==> config.mk <==
export PLATFORM = sky130hd
export DESIGN_NAME = instr_loader_flat
export DESIGN_NICKNAME = d
export VERILOG_FILES = /design/src/rtl/instr_loader_if.sv /design/src/rtl/instr_loader.sv /design/src/flat_wrapper.sv
export SDC_FILE = /design/constraint.sdc
export NUM_CORES = 1
export LEC_CHECK = 0
export ABC_CLOCK_PERIOD_IN_PS = 4019
export CAP_MARGIN = 20
export CORE_UTILIZATION = 58
export DETAILED_ROUTE_END_ITERATION = 10
export MAX_ROUTING_LAYER = met4
export PLACE_DENSITY_LB_ADDON = 0.25
export SLEW_MARGIN = 40
export SYNTH_ARGS = -nofsm -noshare
export SYNTH_HDL_FRONTEND = slang
export SYNTH_SLANG_ARGS = --single-unit
export TNS_END_PERCENT = 5
==> constraint.sdc <==
create_clock -name clk -period 4.02 [get_ports clk]
set_input_delay 0.402 -clock clk [delete_from_list [all_inputs] [get_ports clk]]
set_output_delay 0.402 -clock clk [all_outputs]
set_load 0.02 [all_outputs]
==> src/rtl/instr_loader_if.sv <==
// instr_loader_if: start/stream/memory-write/status bundle for instr_loader.
// slave = loader side, master = host side that drives start and the stream.
interface instr_loader_if #(
   parameter int ADDR_W = 10
);

   // Load request and byte stream
   logic              start;
   logic              in_valid;
   logic [7:0]        in_data;
   logic              in_ready;

   // Instruction memory byte write port
   logic              mem_we;
   logic [ADDR_W-1:0] mem_addr;
   logic [7:0]        mem_data;

   // Status
   logic              busy;
   logic              done;
   logic              err;

   modport slave (
      input  start,
      input  in_valid,
      input  in_data,
      output in_ready,
      output mem_we,
      output mem_addr,
      output mem_data,
      output busy,
      output done,
      output err
   );

   modport master (
      output start,
      output in_valid,
      output in_data,
      input  in_ready,
      input  mem_we,
      input  mem_addr,
      input  mem_data,
      input  busy,
      input  done,
      input  err
   );

endinterface

==> src/rtl/instr_loader.sv <==
// instr_loader: receives a 16-bit word count plus 4*N little-endian bytes and writes
// them to instruction memory at byte addresses 0..4N-1, one write per accepted byte.
// Ports: clk, rstn (async, active-low), bus (instr_loader_if.slave):
//   start, in_valid/in_data/in_ready stream, mem_we/mem_addr/mem_data write port,
//   busy/done/err status.
// Optional macro LOADER_CHECKSUM_EN: a trailing XOR checksum byte is required.
module instr_loader #(
   parameter int ADDR_W = 10
) (
   input  logic          clk,
   input  logic          rstn,
   instr_loader_if.slave bus
);

   // Largest word count that still fits the memory without wrapping.
   localparam int unsigned MAX_WORDS = 2 ** (ADDR_W - 2);

`ifdef LOADER_CHECKSUM_EN
   typedef enum logic [2:0] {
      S_IDLE,
      S_LEN_LO,
      S_LEN_HI,
      S_DATA,
      S_CSUM,
      S_DONE,
      S_ERR
   } state_t;
`else
   typedef enum logic [2:0] {
      S_IDLE,
      S_LEN_LO,
      S_LEN_HI,
      S_DATA,
      S_DONE,
      S_ERR
   } state_t;
`endif

   state_t            state_q;
   state_t            state_d;

   logic [7:0]        len_lo_q;
   logic [ADDR_W-1:0] last_q;
   logic [ADDR_W:0]   cnt_q;

   logic              we_q;
   logic [ADDR_W-1:0] addr_q;
   logic [7:0]        data_q;

`ifdef LOADER_CHECKSUM_EN
   logic [7:0]        csum_q;
`endif

   logic              ready;
   logic              accept;
   logic              start_ok;
   logic              last_byte;
   logic [15:0]       n_words;
   logic              n_too_big;
   logic              n_zero;

   // Word count is only meaningful while the high byte is on in_data.
   assign n_words   = {bus.in_data, len_lo_q};
   assign n_too_big = 32'(n_words) > MAX_WORDS;
   assign n_zero    = n_words == 16'd0;

   assign accept    = bus.in_valid && ready;
   assign last_byte = cnt_q == {1'b0, last_q};

   always_comb begin
      ready    = 1'b0;
      start_ok = 1'b0;
      unique case (state_q)
         S_IDLE,
         S_DONE,
         S_ERR: begin
            start_ok = bus.start;
         end
         S_LEN_LO,
         S_LEN_HI,
`ifdef LOADER_CHECKSUM_EN
         S_CSUM,
`endif
         S_DATA: begin
            ready = 1'b1;
         end
         default: begin
            ready    = 1'b0;
            start_ok = 1'b0;
         end
      endcase
   end

   always_comb begin
      state_d = state_q;
      unique case (state_q)
         S_IDLE,
         S_DONE,
         S_ERR: begin
            if (start_ok) begin
               state_d = S_LEN_LO;
            end
         end
         S_LEN_LO: begin
            if (accept) begin
               state_d = S_LEN_HI;
            end
         end
         S_LEN_HI: begin
            if (accept) begin
               if (n_too_big) begin
                  state_d = S_ERR;
               end else if (n_zero) begin
`ifdef LOADER_CHECKSUM_EN
                  state_d = S_CSUM;
`else
                  state_d = S_DONE;
`endif
               end else begin
                  state_d = S_DATA;
               end
            end
         end
         S_DATA: begin
            if (accept && last_byte) begin
`ifdef LOADER_CHECKSUM_EN
               state_d = S_CSUM;
`else
               state_d = S_DONE;
`endif
            end
         end
`ifdef LOADER_CHECKSUM_EN
         S_CSUM: begin
            if (accept) begin
               if (bus.in_data == csum_q) begin
                  state_d = S_DONE;
               end else begin
                  state_d = S_ERR;
               end
            end
         end
`endif
         default: begin
            state_d = S_IDLE;
         end
      endcase
   end

   always_ff @(posedge clk or negedge rstn) begin
      if (!rstn) begin
         state_q <= S_IDLE;
      end else begin
         state_q <= state_d;
      end
   end

   // Length capture and the write pipeline; the write lands one cycle after accept.
   always_ff @(posedge clk or negedge rstn) begin
      if (!rstn) begin
         len_lo_q <= '0;
         last_q   <= '0;
         cnt_q    <= '0;
         we_q     <= 1'b0;
         addr_q   <= '0;
         data_q   <= '0;
      end else begin
         we_q <= 1'b0;
         if (start_ok) begin
            cnt_q <= '0;
         end
         if (state_q == S_LEN_LO && accept) begin
            len_lo_q <= bus.in_data;
         end
         if (state_q == S_LEN_HI && accept) begin
            // Index of the final byte, 4N-1; unused when N is zero.
            last_q <= ADDR_W'({n_words, 2'b00} - 18'd1);
         end
         if (state_q == S_DATA && accept) begin
            we_q   <= 1'b1;
            addr_q <= cnt_q[ADDR_W-1:0];
            data_q <= bus.in_data;
            cnt_q  <= cnt_q + (ADDR_W+1)'(1);
         end
      end
   end

`ifdef LOADER_CHECKSUM_EN
   always_ff @(posedge clk or negedge rstn) begin
      if (!rstn) begin
         csum_q <= '0;
      end else begin
         if (start_ok) begin
            csum_q <= '0;
         end else if (state_q == S_DATA && accept) begin
            csum_q <= csum_q ^ bus.in_data;
         end
      end
   end
`endif

   assign bus.in_ready = ready;
   assign bus.mem_we   = we_q;
   assign bus.mem_addr = addr_q;
   assign bus.mem_data = data_q;
   // Stays busy through the trailing write after the last byte.
   assign bus.busy     = ready || we_q;
   assign bus.done     = state_q == S_DONE;
   assign bus.err      = state_q == S_ERR;

endmodule

==> src/flat_wrapper.sv <==
// flat-port wrapper written by rule: the top's interface ports become plain ports
module instr_loader_flat 
#(
   parameter int ADDR_W = 10
)
  (clk, rstn, bus_start, bus_in_valid, bus_in_data, bus_in_ready, bus_mem_we, bus_mem_addr, bus_mem_data, bus_busy, bus_done, bus_err);
  instr_loader_if #(.ADDR_W(ADDR_W)) bus_i ();
  input  logic clk;
  input  logic rstn;
  input wire logic [$bits(bus_i.start)-1:0] bus_start;
  input wire logic [$bits(bus_i.in_valid)-1:0] bus_in_valid;
  input wire logic [$bits(bus_i.in_data)-1:0] bus_in_data;
  output wire logic [$bits(bus_i.in_ready)-1:0] bus_in_ready;
  output wire logic [$bits(bus_i.mem_we)-1:0] bus_mem_we;
  output wire logic [$bits(bus_i.mem_addr)-1:0] bus_mem_addr;
  output wire logic [$bits(bus_i.mem_data)-1:0] bus_mem_data;
  output wire logic [$bits(bus_i.busy)-1:0] bus_busy;
  output wire logic [$bits(bus_i.done)-1:0] bus_done;
  output wire logic [$bits(bus_i.err)-1:0] bus_err;
  assign bus_i.start = bus_start;
  assign bus_i.in_valid = bus_in_valid;
  assign bus_i.in_data = bus_in_data;
  assign bus_in_ready = bus_i.in_ready;
  assign bus_mem_we = bus_i.mem_we;
  assign bus_mem_addr = bus_i.mem_addr;
  assign bus_mem_data = bus_i.mem_data;
  assign bus_busy = bus_i.busy;
  assign bus_done = bus_i.done;
  assign bus_err = bus_i.err;
  instr_loader #(.ADDR_W(ADDR_W)) u_core (.clk(clk), .rstn(rstn), .bus(bus_i));
endmodule
* Word-level counts from Yosys, hierarchy flattened
Cells that the tools add are included.
** Cells by class
- $add $sub $neg :: 2
- Order comparisons :: 1
- Equality and inequality tests :: 10
- Mux-type cells :: 12
- Reductions and logical operators :: 12
** Operators with widths (number)
- 2-to-1 mux 11 bit :: 2
- 2-to-1 mux 3 bit :: 6
- greater-than comparator 16 x 9 -> 1 bit, second input constant :: 1
- zero test 16 bit :: 1
- one-hot mux 3 bit (4 select lines) :: 1
- adder 11 x 1 -> 11 bit, second input constant :: 1
- equality test 11 x 10 -> 1 bit :: 1
- subtractor 10 x 1 -> 10 bit, second input constant :: 1
- inequality test 2 x 1 -> 1 bit, second input constant :: 4
- equality test 3 x 2 -> 1 bit, second input constant :: 2
- equality test 3 bit, second input constant :: 2
- OR reduction 3 bit :: 2
- logical AND 1 bit :: 5
- AND reduction 4 bit :: 1
- equality test 3 x 1 -> 1 bit, second input constant :: 1
- zero test 3 bit :: 1
- 2-to-1 mux 1 bit :: 3
- nonzero test 2 bit :: 1
- logical OR 1 bit :: 1
** Word-level totals
- Flip-flop bits (word level) :: 51
- Bits of input ports :: 12
- Output and inout port bits :: 23

* Depth between registers and ports, before layout
- Depth in word-level cells :: 7
- Mapped depth :: 7
- Depth with buffers taken out :: 7

* Worst setup path after synthesis
No wires, ideal clock.
- Path kind :: reg-to-reg
- Start point :: register u_core.len_lo_q[0]
- End point :: register u_core.state_q[2]
- Setup time :: 122 ps
- Data arrival time :: 2137 ps
- Slack :: 1762 ps
- Stages on the path, launching flop included :: 7
- Buffers on the path :: 0
- Clock period less this slack :: 2258 ps
- Cell sequence :: dfrtp_1 -> inv_1 -> ha_1 -> or4b_4 -> o41a_1 -> or4_1 -> a32o_1
** On the way
- Word-level cells in the longest chain between the ends :: 5
** Ends and longest elaborated chain
- from (decl) :: RTL line instr_loader.sv:42 : logic [7:0] len_lo_q;
- from (signal assigned) :: RTL line instr_loader.sv:173 : len_lo_q <= bus.in_data;
- parallel branches: the longest is 2 deep, another holds greater-than comparator 16 x 9 -> 1 bit
- 2-to-1 mux 3 bit (*) :: RTL line instr_loader.sv:111 : if (n_too_big) begin
- 2-to-1 mux 3 bit (*) :: RTL line instr_loader.sv:110 : if (accept) begin
- one-hot mux 3 bit (4 select lines) (*) :: RTL line instr_loader.sv:96 : unique case (state_q)
- to (signal assigned) :: RTL line instr_loader.sv:154 : state_q <= state_d;
- to (decl) :: RTL line instr_loader.sv:39 : state_t state_q;
Every way passes the cells marked *. The select of a mux whose other input is x is not followed.
A chain may end at the register's enable or synchronous reset.

* Worst setup path in the final report
- Start point :: register u_core.len_lo_q[1]
- End point :: register u_core.state_q[2]
Same word-level chain as after synthesis.

==> summary.txt <==
Drt
  • Vias per Instance: roughly 5.6
  • Drt drc: 0
  • ANT nets after route: 0
  • Avg WL per Cell: 14.5 µm
  • Initial DRC count: 98
  • DRT Wirelength: slightly below 5000 µm
  • Initial DRT Pass Iterations: 4
  • Vias: approximately 1,900

GRT
  • Grt ovf: 0
  • GRT met2 Usage: 39.7%
  • GRT Overall Usage: 26.5%
  • GR Layer Usage met1: about 36%
  • Gr busiest metal: met2
  • Initial antenna violation count: 0
  • First-pass GRT wire length: between 8000 and 9000 µm
  • Number of global-route vias before repair: 1,671
  • Largest net degree at the start of global routing: just over 50
  • GR Layer Usage met3: under 10%

Placed design
  • Port-buffer cells: 34
  • DP Worst Slack: about 1.4 ns
  • Hpwl dp: 3440 µm
  • Placer Congestion: about 0.9

Die
  • Die width: between 60 and 70 µm
  • Die Footprint: 4320 µm²
  • Chip height: 65.7 µm
  • Starting Density: a little over three fifths
  • Ports: 35
  • FP Rows: 22
  • Core ar.: 3770 µm²

Cells and area
  • Fill count: roughly 310
  • Layout Nets: 299
  • Area Overhead vs Synth: 18.6%
  • Share of layout cells above drive strength 1: ~6.0%
  • Diodes inserted: 0

Logic synthesis
  • Register area share after synthesis: 53.1%
  • Syn Nets: roughly 270
  • Synthesis-stage register bit count: 50
  • Async SR Flop Fraction: 100%
  • Cell Area, Synth: around 2400 µm²
  • Synthesized instance count: ~250
  • Synth cell types: 38
  • Post-synth EDFFs: 0
  • Avg Synthesized Cell Area: 9.28 µm²
  • Top_reg_cell synth: dfrtp_1
  • Yosys warnings: 0

Setup path
  • Critical Path Max Stage Delay: approximately 0.51 ns
  • Crit-path cells: inv_1 -> ha_1 -> or4b_4 -> o41a_1 -> or4_1 -> a32o_1
  • Crit path max fanout: 5
  • Nature of the critical path endpoint: flip-flop
  • Worst path slowest cell: or4b_4
  • WS Path Type: flip-flop to flip-flop
  • WP data arrival: roughly 2.6 ns
  • CP startpoint kind: flip-flop
  • Worst path required time: 4.22 ns

CTS
  • Total CTS buffers: 5
  • Clock slew at reported path FFs: approximately 0.080 ns
  • # clock sinks: 50
  • Skew-Pair Late Insertion Delay: 0.30 ns
  • Htree depth: 2
  • CTS tree: done
  • CTS max path bufs: 2
  • Post-CTS Setup Bufs: 0
  • CTS root buffer: clkbuf_8
  • Count of cells resized by post-cts repair: 0
  • Hold Buf Count CTS: 0

Run status
  • Outcome: completed

Timing
  • Worst-margin pin slew: about 0.73 ns
  • Setup WS post-layout: about 1.6 ns
  • Maximum achievable frequency: just over 0.4 GHz
  • Fin Setup TNS: 0 ns
  • Fin. max-slew vios: 0
  • WHS: around 0.11 ns
  • Clock skew: a little over 0.003 ns
  • Final Hold Fails: 0
  • RSZ-0062 raised after global routing: false
  • Fin crit share: 60.2%
  • Relative slew slack: between 50% and 60%
  • Final setup viols: 0
  • Final Critical Period: between 2 and 2.5 ns

Power
  • P per Cell Area: between 600 and 700 nW/µm²
  • Lkg Pwr: between 1 and 1.5 nW
  • VDD IR max: 0.436 mV

Flow run
  • Max_cap viols: 0

Worst hold path
  • Hold WC Path Type: primary input to asynchronous set/reset pin
==> state kept, by name (all words and copies together), names as in the netlist <==
signal,flops
u_core.cnt_q,11
u_core.bus.mem_addr,10
u_core.last_q,9
u_core.bus.mem_data,8
u_core.len_lo_q,8
u_core.state_q,3
u_core.bus.mem_we,1
==> cell type report <==
type                       count  area, µm²  area share [%]
clock buffer                   7       76.3            2.73
inverter                       5       18.8           0.671
multi-input combinational    188       1040            37.3
sequential                    50       1250            44.8
tap                           48       60.1            2.15
timing repair buffer          35        345            12.4
==> worst max-delay path: cells and delay by family, from the launching register on <==
kind            cells  cell delay [ns]
fa+ha+maj           1             0.21
buf+inv             1             0.11
simple gates        2             0.99
compound gates      2             0.61
flops               1             0.39
==> synth_stat cells, drive strengths merged, types with 4 or more instances <==
cell type | number | area (µm²)
nand3 | 4 | 20.0
nand2 | 77 | 289
xnor2 | 4 | 35.0
or4 | 4 | 30.0
mux2 | 6 | 67.6
clkbuf | 10 | 37.5
dfrtp | 50 | 1250
nor2 | 13 | 48.8
xor2 | 8 | 70.1
inv | 4 | 15.0
and3 | 7 | 43.8
nor4 | 4 | 25.0
o21ai | 23 | 115
a31oi | 4 | 25.0
nor3 | 4 | 20.0
nand4 | 4 | 25.0
==> layer usage <==
| metal | wire length (µm) | share of wire [%] | up-vias |
|---|---|---|---|
| li1 | - | - | 926 |
| met1 | 2160 | 45 | 872 |
| met2 | 2340 | 49 | 71 |
| met3 | 288 | 6.0 | 4 |
| met4 | 31 | 0.64 | 0 |
| met5 | 0 | 0 | - |
==> power breakdown <==
group / switching, mW / internal (mW) / total (mW)
clock network: 0.151 / 0.120 / 0.271
registers: 0.163 / 0.654 / 0.817
logic: 0.350 / 0.323 / 0.674
==> final timing paths <==
check                                         endpoint  slack, ns  cells after the start                    from
worst max-delay path                 u_core.state_q[2]       1.60                      6      u_core.len_lo_q[1]
worst min-delay path                   u_core.cnt_q[4]       0.11                      1                    rstn
worst max register to register       u_core.state_q[2]       1.60                      6      u_core.len_lo_q[1]
worst min register to register  u_core.bus.mem_addr[1]       0.48                      2  u_core.bus.mem_addr[1]
max in group asynchronous            u_core.bus.mem_we       3.49                      1                    rstn
min in group clk                u_core.bus.mem_addr[1]       0.48                      2  u_core.bus.mem_addr[1]
==> layout by cell type, fill, tap and decap left out, types with 4 or more instances in the layout <==
| master | synthesis | layout |
|---|---|---|
| xor2_1 | 8 | 8 |
| and3_1 | 7 | 7 |
| dfrtp_1 | 50 | 50 |
| xnor2_1 | 4 | 4 |
| clkdlybuf4s50_1 | 0 | 33 |
| nand3_1 | 4 | 4 |
| o21ai_0 | 23 | 23 |
| a31oi_1 | 4 | 4 |
| nor4_1 | 4 | 4 |
| inv_1 | 4 | 4 |
| nand4_1 | 4 | 4 |
| clkbuf_8 | 0 | 5 |
| nand2_1 | 77 | 77 |
| mux2_2 | 6 | 6 |
| or4_1 | 4 | 4 |
| nor2_1 | 13 | 13 |
| nor3_1 | 4 | 4 |
==> cell families (layout without fill, tap and decap cells) <==
kind of cell	Yosys count	in the layout	share of synthesized area (%)
and+or+nand+nor	128	128	24.9
DFF	50	50	53.1
AOI/OAI and AO/OA	38	38	10.1
buffers and inverters	16	47	2.60
xor gates and xnor gates	12	12	4.46
muxes	8	8	3.72
adders and majority gates	2	2	1.06
==> per-stage QoR <==
stage / instances / util, % / power (mW) / area (µm²)
after global placement: 326 / 72.0 / 1.47 / 2720
after CTS: 333 / 74.1 / 1.77 / 2800
after global routing: 333 / 74.1 / 1.88 / 2800
after detailed placement: 326 / 72.1 / 1.50 / 2720
final: 333 / 74.1 / 1.76 / 2800
after floorplan: 254 / - / 1.24 / 2360
(Power assumes the default switching activity.)
